--- src/rtl/id_decode_pipe.sv ---
// RV32I decode stage: registered ID/EX output, priority operand forwarding and load-use stall.
// Define ID_ILLEGAL_TRAP_EN to emit unknown opcodes flagged via out_illegal instead of dropping them.
module id_decode_pipe #(
  parameter int XLEN     = 32,
  parameter int FWD_SRCS = 2,
  parameter int LOAD_LAT = 1
) (
  input  logic                     clk,
  input  logic                     rst,
  input  logic                     flush,
  input  logic                     in_valid,
  output logic                     in_ready,
  input  logic [XLEN-1:0]          in_pc,
  input  logic [31:0]              in_inst,
  output logic [4:0]               rs1_addr,
  output logic [4:0]               rs2_addr,
  input  logic [XLEN-1:0]          rs1_data,
  input  logic [XLEN-1:0]          rs2_data,
  input  logic [FWD_SRCS-1:0]      fwd_wen,
  input  logic [5*FWD_SRCS-1:0]    fwd_addr,
  input  logic [XLEN*FWD_SRCS-1:0] fwd_data,
  output logic                     out_valid,
  input  logic                     out_ready,
  output logic [XLEN-1:0]          out_pc,
  output logic [3:0]               out_aluop,
  output logic [3:0]               out_alusel,
  output logic [XLEN-1:0]          out_imm,
  output logic [XLEN-1:0]          out_op1,
  output logic [XLEN-1:0]          out_op2,
  output logic                     out_wreg,
  output logic [4:0]               out_wd,
  output logic                     out_illegal
);

  localparam logic [6:0] OPC_LUI    = 7'b0110111;
  localparam logic [6:0] OPC_AUIPC  = 7'b0010111;
  localparam logic [6:0] OPC_JAL    = 7'b1101111;
  localparam logic [6:0] OPC_JALR   = 7'b1100111;
  localparam logic [6:0] OPC_BRANCH = 7'b1100011;
  localparam logic [6:0] OPC_LOAD   = 7'b0000011;
  localparam logic [6:0] OPC_STORE  = 7'b0100011;
  localparam logic [6:0] OPC_OPIMM  = 7'b0010011;
  localparam logic [6:0] OPC_OP     = 7'b0110011;

  logic [6:0] opc;
  logic [4:0] rd, rs1, rs2;
  logic [2:0] f3;
  assign opc      = in_inst[6:0];
  assign rd       = in_inst[11:7];
  assign f3       = in_inst[14:12];
  assign rs1      = in_inst[19:15];
  assign rs2      = in_inst[24:20];
  assign rs1_addr = rs1;
  assign rs2_addr = rs2;

  logic signed [XLEN-1:0] imm_i, imm_s, imm_b, imm_u, imm_j;
  assign imm_i = XLEN'($signed(in_inst[31:20]));
  assign imm_s = XLEN'($signed({in_inst[31:25], in_inst[11:7]}));
  assign imm_b = XLEN'($signed({in_inst[31], in_inst[7], in_inst[30:25], in_inst[11:8], 1'b0}));
  assign imm_u = XLEN'($signed({in_inst[31:12], 12'b0}));
  assign imm_j = XLEN'($signed({in_inst[31], in_inst[19:12], in_inst[20], in_inst[30:21], 1'b0}));

  // Lowest-index matching source wins; x0 is hardwired and data never takes part in the match.
  function automatic logic [XLEN-1:0] fwd_sel(input logic [4:0] rs, input logic [XLEN-1:0] rf);
    logic [XLEN-1:0] val;
    val = rf;
    for (int k = FWD_SRCS - 1; k >= 0; k--) begin
      if (fwd_wen[k] && (fwd_addr[5*k +: 5] == rs)) val = fwd_data[XLEN*k +: XLEN];
    end
    if (rs == 5'd0) val = '0;
    return val;
  endfunction

  logic [3:0]      aluop_d, alusel_d;
  logic [XLEN-1:0] imm_d, op1_d, op2_d;
  logic [4:0]      wd_d;
  logic            use1, use2, wr_cls, wreg_d, ill_d, is_load;

  always_comb begin
    aluop_d = 4'd0;
    imm_d   = '0;
    use1    = 1'b0;
    use2    = 1'b0;
    wr_cls  = 1'b0;
    ill_d   = 1'b0;
    is_load = 1'b0;
    case (opc)
      OPC_LUI:    begin aluop_d = 4'd1; imm_d = imm_u; wr_cls = 1'b1; end
      OPC_AUIPC:  begin aluop_d = 4'd2; imm_d = imm_u; wr_cls = 1'b1; end
      OPC_JAL:    begin aluop_d = 4'd3; imm_d = imm_j; wr_cls = 1'b1; end
      OPC_JALR:   begin aluop_d = 4'd4; imm_d = imm_i; wr_cls = 1'b1; use1 = 1'b1; end
      OPC_BRANCH: begin aluop_d = 4'd5; imm_d = imm_b; use1 = 1'b1; use2 = 1'b1; end
      OPC_LOAD:   begin aluop_d = 4'd6; imm_d = imm_i; wr_cls = 1'b1; use1 = 1'b1; is_load = 1'b1; end
      OPC_STORE:  begin aluop_d = 4'd7; imm_d = imm_s; use1 = 1'b1; use2 = 1'b1; end
      OPC_OPIMM:  begin aluop_d = 4'd8; imm_d = imm_i; wr_cls = 1'b1; use1 = 1'b1; end
      OPC_OP:     begin aluop_d = 4'd9; wr_cls = 1'b1; use1 = 1'b1; use2 = 1'b1; end
      default:    ill_d = 1'b1;
    endcase
    // inst[30] selects SUB/SRA; for OPIMM it is only an opcode bit on the shifts.
    if ((opc == OPC_OP) || ((opc == OPC_OPIMM) && (f3[1:0] == 2'b01)))
      alusel_d = {in_inst[30], f3};
    else
      alusel_d = {1'b0, f3};
    wreg_d = wr_cls && (rd != 5'd0);
    wd_d   = wreg_d ? rd : 5'd0;
    op1_d  = use1 ? fwd_sel(rs1, rs1_data) : '0;
    op2_d  = use2 ? fwd_sel(rs2, rs2_data) : '0;
  end

  logic [4:0] ld_rd_q, ld_rd_d;
  logic [1:0] ld_cnt_q, ld_cnt_d;
  logic       out_valid_q, out_valid_d;
  logic       hazard, accept, keep;

  assign hazard = in_valid && (ld_cnt_q != 2'd0) && (ld_rd_q != 5'd0) &&
                  ((use1 && (rs1 == ld_rd_q)) || (use2 && (rs2 == ld_rd_q)));
  assign in_ready = !rst && !flush && !hazard && (!out_valid_q || out_ready);
  assign accept   = in_valid && in_ready;
`ifdef ID_ILLEGAL_TRAP_EN
  assign keep = 1'b1;
`else
  assign keep = !ill_d;
`endif

  always_comb begin
    out_valid_d = out_valid_q;
    ld_cnt_d    = ld_cnt_q;
    ld_rd_d     = ld_rd_q;
    if (flush) begin
      out_valid_d = 1'b0;
      ld_cnt_d    = 2'd0;
    end else begin
      if (accept)         out_valid_d = keep;
      else if (out_ready) out_valid_d = 1'b0;
      if (accept && is_load && (rd != 5'd0)) begin
        ld_rd_d  = rd;
        ld_cnt_d = 2'(LOAD_LAT);
      end else if (out_ready && (ld_cnt_q != 2'd0)) begin
        ld_cnt_d = ld_cnt_q - 2'd1;
      end
    end
  end

  logic [XLEN-1:0] pc_q, imm_q, op1_q, op2_q;
  logic [3:0]      aluop_q, alusel_q;
  logic [4:0]      wd_q;
  logic            wreg_q;

  // ID/EX register boundary
  always_ff @(posedge clk) begin
    if (rst) begin
      out_valid_q <= 1'b0;
      ld_cnt_q    <= 2'd0;
      ld_rd_q     <= 5'd0;
      pc_q        <= '0;
      aluop_q     <= 4'd0;
      alusel_q    <= 4'd0;
      imm_q       <= '0;
      op1_q       <= '0;
      op2_q       <= '0;
      wreg_q      <= 1'b0;
      wd_q        <= 5'd0;
    end else begin
      out_valid_q <= out_valid_d;
      ld_cnt_q    <= ld_cnt_d;
      ld_rd_q     <= ld_rd_d;
      if (accept) begin
        pc_q     <= in_pc;
        aluop_q  <= aluop_d;
        alusel_q <= alusel_d;
        imm_q    <= imm_d;
        op1_q    <= op1_d;
        op2_q    <= op2_d;
        wreg_q   <= wreg_d;
        wd_q     <= wd_d;
      end
    end
  end

`ifdef ID_ILLEGAL_TRAP_EN
  logic ill_q;
  always_ff @(posedge clk) begin
    if (rst)         ill_q <= 1'b0;
    else if (accept) ill_q <= ill_d;
  end
  assign out_illegal = ill_q;
`else
  assign out_illegal = 1'b0;
`endif

  assign out_valid  = out_valid_q;
  assign out_pc     = pc_q;
  assign out_aluop  = aluop_q;
  assign out_alusel = alusel_q;
  assign out_imm    = imm_q;
  assign out_op1    = op1_q;
  assign out_op2    = op2_q;
  assign out_wreg   = wreg_q;
  assign out_wd     = wd_q;

endmodule

--- config.mk ---
export PLATFORM = sky130hd
export DESIGN_NAME = id_decode_pipe
export DESIGN_NICKNAME = d
export VERILOG_FILES = /design/src/rtl/id_decode_pipe.sv
export SDC_FILE = /design/constraint.sdc
export NUM_CORES = 1
export LEC_CHECK = 0
export ABC_AREA = 1
export BUFFER_PORTS_ARGS = -buffer_cell sky130_fd_sc_hd__buf_2
export CORE_MARGIN = 1
export CORE_UTILIZATION = 45
export DETAILED_ROUTE_END_ITERATION = 10
export PLACE_DENSITY = 0.75
export SETUP_SLACK_MARGIN = 0.05
export SLEW_MARGIN = 25
export SYNTH_ARGS = -nofsm -noshare
export SYNTH_HDL_FRONTEND = slang
export SYNTH_SLANG_ARGS = --single-unit
--- constraint.sdc ---
create_clock -name clk -period 3.1 [get_ports clk]
set_input_delay 0.31 -clock clk [delete_from_list [all_inputs] [get_ports clk]]
set_output_delay 0.31 -clock clk [all_outputs]
set_load 0.03 [all_outputs]
Word-level counts from Yosys, hierarchy flattened:

Index checks and enable logic that the tools add are counted.

* bits in registers: 150
* latch bits: 0
* bits in writable memories: 0
* ROM bits: 0
* logic and storage cells: 91
* memories: 0

* $add $sub $neg: 1
* multiply operators: 0
* div/mod/pow operators: 0
* $lt $le $gt $ge: 0
* equality and inequality tests: 16
* shift-type cells: 0
* mux-type cells: 20
* bitwise logic cells: 1
* reduce and logical (&&, ||, !) cells: 41

Operators by type and width (count)
* 2-to-1 mux 32 bit: 8
* case mux 32 bit (5 select lines): 1
* case mux 4 bit (9 select lines): 1
* == test 5 bit: 6
* == test 7 x 6 -> 1 bit, second input constant: 3
* == test 7 bit, second input constant: 3
* logical AND 1 bit: 18
* == test 7 x 5 -> 1 bit, second input constant: 2
* logical NOT 5 bit: 2
* nonzero test 5 bit: 2
* OR reduction 3 bit: 3
* OR reduction 9 bit: 1
* 2-to-1 mux 1 bit: 8
* == test 7 x 2 -> 1 bit, second input constant: 1
* OR reduction 7 bit: 1
* nonzero test 2 bit: 3
* OR reduction 6 bit: 1
* 2-to-1 mux 5 bit: 1
* logical NOT 1 bit: 4
* 2-to-1 mux 4 bit: 1
* OR reduction 2 bit: 2
* logical OR 1 bit: 3
* == test 2 x 1 -> 1 bit, second input constant: 1
* AND reduction 2 bit: 1
* other kinds (2): 2

Depth between registers and ports, before layout:

* depth after elaboration: 13
* depth in mapped cells: 14
* gate-level depth less buffers: 12

Worst setup path after synthesis:

No wires, ideal clock.

* path kind: input-to-output
* start: input port in_inst[1]
* end: output port in_ready
* arrival: 1.397 ns
* slack: 1.393 ns
* stages on the path: 9
* cell sequence: nand2_1 > inv_1 > nand2_2 > inv_1 > o21ai_2 > nand3_4 > nand3_2 > buf_4 > and2_1

* cells in the longest elaborated chain, start to end: 9
* elaborated cells on any way between the ends: 17

Ends and longest elaborated chain
* start: declaration: RTL line 14 `input logic [31:0] in_inst,`
* == test 7 x 6 -> 1 bit, or another cell as far along: RTL line 87 `case (opc)`
* OR reduction 6 bit (no line) or OR reduction 3 bit (tied branches)
* 2-to-1 mux 1 bit: RTL line 87
* logical AND 1 bit: RTL line 116 `((use1 && (rs1 == ld_rd_q)) || (use2 && (rs2 == ld_rd_q)));`
* logical OR 1 bit *: RTL line 116
* logical AND 1 bit *: RTL line 115 `assign hazard = in_valid && (ld_cnt_q != 2'd0) && (ld_rd_q != 5'd0) &&`
* logical NOT 1 bit *: RTL line 117 `assign in_ready = !rst && !flush && !hazard && (!out_valid_q || out_ready);`
* logical AND 1 bit * (2 in a row): RTL line 117
* end: declaration: RTL line 12 `output logic in_ready,`

Every way passes the cells marked *; elsewhere a longest branch is shown, timed or not.

Final worst setup path:

* start: input port in_inst[3]
* end: output port in_ready

The elaborated chain is that of the path after synthesis.

==> flow_metrics.tcl <==
set metrics [dict create \
    gp_congestion 0.9492 \
    finalNonFillerCells 2168 \
    path_buf_inv 3 \
    fin_nets 2099 \
    rsz0062_at_grt "false" \
    h-tree-depth 4 \
    drt_iter0_drc 846 \
    period_needed_ns 2.282 \
    cp_top_family "simple AND/OR/NAND/NOR gates" \
    yosys.area_share.simple_pct 39.37 \
    p_sw_share_pct 30.57 \
    fp.dieW_um 145.0 \
    synth_xor_area_share_pct 0.7611 \
    maxSlewViolCount 0 \
    synth_mux_area_share_pct 0 \
    synth_top_cell_by_area "dfxtp_1" \
    multi_input_area_mm2 0.004673 \
    power_frac_seq_pct 38.5 \
    critPathCaptureType "primary output" \
    grt_pass1_vias 9714 \
    synth-edff-count 0 \
    initial_utilization_pct 46.54 \
    cts_setup_buffers 0 \
    pin_count 364 \
    num_rows 51 \
    period_share_pct 73.61 \
    clk_latency_ns 0.43 \
    wl_per_cell_um 15.64 \
    outcome "finished clean" \
    power.leakage_nw 7.021 \
    cts_sinks 150 \
    overflow 0 \
    synthAdderAreaFrac_pct 0.1359 \
    hold_viol_final 0 \
    yosys-top-cells-count "nand2_1, nor2_1, inv_1" \
    synth.distinct_cells 34 \
    synth_top_area_share_pct 32.62 \
    ant_nets 0 \
    r2r_cells 12 \
    synth.most_common_cell "nand2_1" \
    synth_cells 1589 \
    comb_power_share_pct 20.0 \
    cpMostUsedCell "buf_2" \
    synth_seq_cells 150 \
    fill_cells 2007 \
    arrival_ns 1.97 \
    ff_latch_area_mm2 0.003003 \
    fin_ws_ns 0.8180 \
    cpPeakStageDelay_ns 0.28 \
    synthTopCellsByArea "dfxtp_1, nand2_1, nor2_1" \
    p_int_w 0.003722 \
    tightestPinTransition_ns 0.9256 \
    areaGrowthSynthToFinish_pct 26.77 \
    track_usage_pct 31.51 \
    core_area_mm2 0.01978 \
    place_inst 2135 \
    synth.avg_cell_area_um2 5.794 \
    cp.required_ns 2.79 \
    grt_max_degree 115 \
    io_buffers 362 \
    drive_above_1_share_pct 23.58 \
    holdBufCountCts 0 \
    ys_seq_area_share_pct 32.62 \
    hold_class "in -> reg" \
    critical_path_class "in -> out" \
    antenna_found_initial 5 \
    grt_pass1_wl_um 52250 \
    syn_nets 1799 \
    ys.flop_type "dfxtp_1" \
    maxCapViolations 0 \
    reg2reg_setup_slack_ns 0.88 \
    ir_drop_mv 0.3478 \
    vias 10860 \
    hold_end "out_pc[7]" \
    synth_top_family_by_area "simple AND/OR/NAND/NOR gates" \
    timing.rr.end "out_op2[11]" \
    tns_ns 0 \
    drt_wl_total_um 33900 \
    power_density_mw_per_mm2 459.3 \
    dp_hpwl_um 25260 \
    root_buffer "clkbuf_16" \
    fmax_mhz 438.2 \
    p_switching_w 0.001639 \
    cts_resized 0 \
    worstPathCellList "buf_2, nor2_1, nand2_2, a21oi_2, inv_2, nand3_4, nand3_2, and2_1, buf_2" \
    relSlewSlack_pct 38.23 \
    cts_tree "built" \
    path_clk_slew_ns 0.06 \
    drc 0 \
    cp-start-kind "primary input" \
    viasPerCell 5.010 \
    p_clk_share_pct 41.4 \
    timing.rr.start "ld_rd_q[3]" \
    first_pass_iters 5 \
    crit_path_max_fanout 17 \
    holdPathStages 3 \
    skew_ns 0.01093 \
    clk_path_buf_depth 2 \
    setup_viol_count_final 0 \
    crit_path_top_delay_cell "nand3_2" \
    cts_buffers 17 \
    dp_slack_ns 0.5055 \
    die_area_mm2 0.02104 \
    hp-start "in_pc[7]" \
    syn_area_mm2 0.009206 \
    synthArstFlopShare_pct 0 \
    ys.warnings.count 0 \
    die_h_um 145.0 \
    synth_compound_area_share_pct 10.33 \
]
-- worst register-to-register path: cells and delay by family, from the launching register on --
| kind | cells | cell delay (ns) |
|---|---|---|
| DFF | 1 | 0.34 |
| AOI/OAI and AO/OA | 1 | 0.30 |
| buffers and inverters | 2 | 0.52 |
| and+or+nand+nor | 9 | 1.02 |
-- worst max-delay path by stage --
stage / from / end / slack (ns) / cells after the start
2_1_floorplan: in_inst[1] / in_ready / 1.39 / 9
3_3_place_gp: in_inst[6] / out_op2[11] / 0.49 / 11
3_5_place_dp: in_inst[3] / out_op2[11] / 0.51 / 11
4_1_cts: in_inst[3] / in_ready / 0.85 / 9
5_1_grt: ld_rd_q[3] / out_op2[11] / 0.67 / 12
6_report: in_inst[3] / in_ready / 0.82 / 9
-- state kept, by name (all words and copies together), names as in the netlist --
| register | cells |
|---|---|
| ld_cnt_q | 2 |
| out_pc | 32 |
| out_valid | 1 |
| out_op2 | 32 |
| out_imm | 32 |
| out_op1 | 32 |
| out_alusel | 4 |
| ld_rd_q | 5 |
| out_wd | 5 |
| out_aluop | 4 |
| out_wreg | 1 |
-- layout by cell type, fill, tap and decap left out, types with 7 or more instances in the layout --
cell type,count
a21oi_1,33
buf_2,362
buf_4,19
clkbuf_16,17
dfxtp_1,150
inv_1,257
inv_2,9
nand2_1,390
nand3_1,59
nand4_1,68
nor2_1,331
nor2_2,8
o21ai_0,66
o21ai_1,72
xor2_1,7
-- logic make-up after synthesis --
logic type                 count (synthesis)
and+or+nand+nor                          874
buffers and inverters                    371
AOI/OAI and AO/OA                        184
DFF                                      150
xor gates and xnor gates                   8
adders and majority gates                  1
other                                      1
-- cell type report --
class	count	area share, %
multi-input combinational	1068	40.04
sequential	150	25.73
timing repair buffer	385	17.43
inverter	267	8.598
clock buffer	18	3.763
tap	265	2.841
clock inverter	12	1.533
antenna	3	0.06432
-- per-stage QoR --
stage	utilization (%)	hold slack, ns	total power (W)	instance area (µm²)
floorplan	-	0.4449	0.002768	9206
global placement	55.84	0.4290	0.003158	11050
detailed placement	55.84	0.4598	0.003166	11050
CTS	58.96	0.09350	0.005371	11660
global route	58.98	0.1014	0.005582	11670
finish	59.00	0.1040	0.005360	11670
-- power groups by stage --
stage               Combinational [W]  Sequential [W]  Clock (W)
finish                        0.00107         0.00207    0.00222
global route                  0.00116         0.00207    0.00234
global placement              0.00105         0.00210          0
CTS                           0.00106         0.00207    0.00224
floorplan                    0.000490         0.00228          0
detailed placement            0.00106         0.00211          0
-- routing by layer --
metal | vias up | routed length [µm] | global-route usage [%] | part of all wire (%)
met3 | 79 | 3147 | 7.484 | 9.3
li1 | 5434 | - | - | -
met4 | 6 | 1078 | 12.13 | 3.2
met1 | 4767 | 13410 | 37.72 | 40
met2 | 575 | 16220 | 54.21 | 48
met5 | - | 37 | 0 | 0.11
Power figures use the tool's default switching activity.
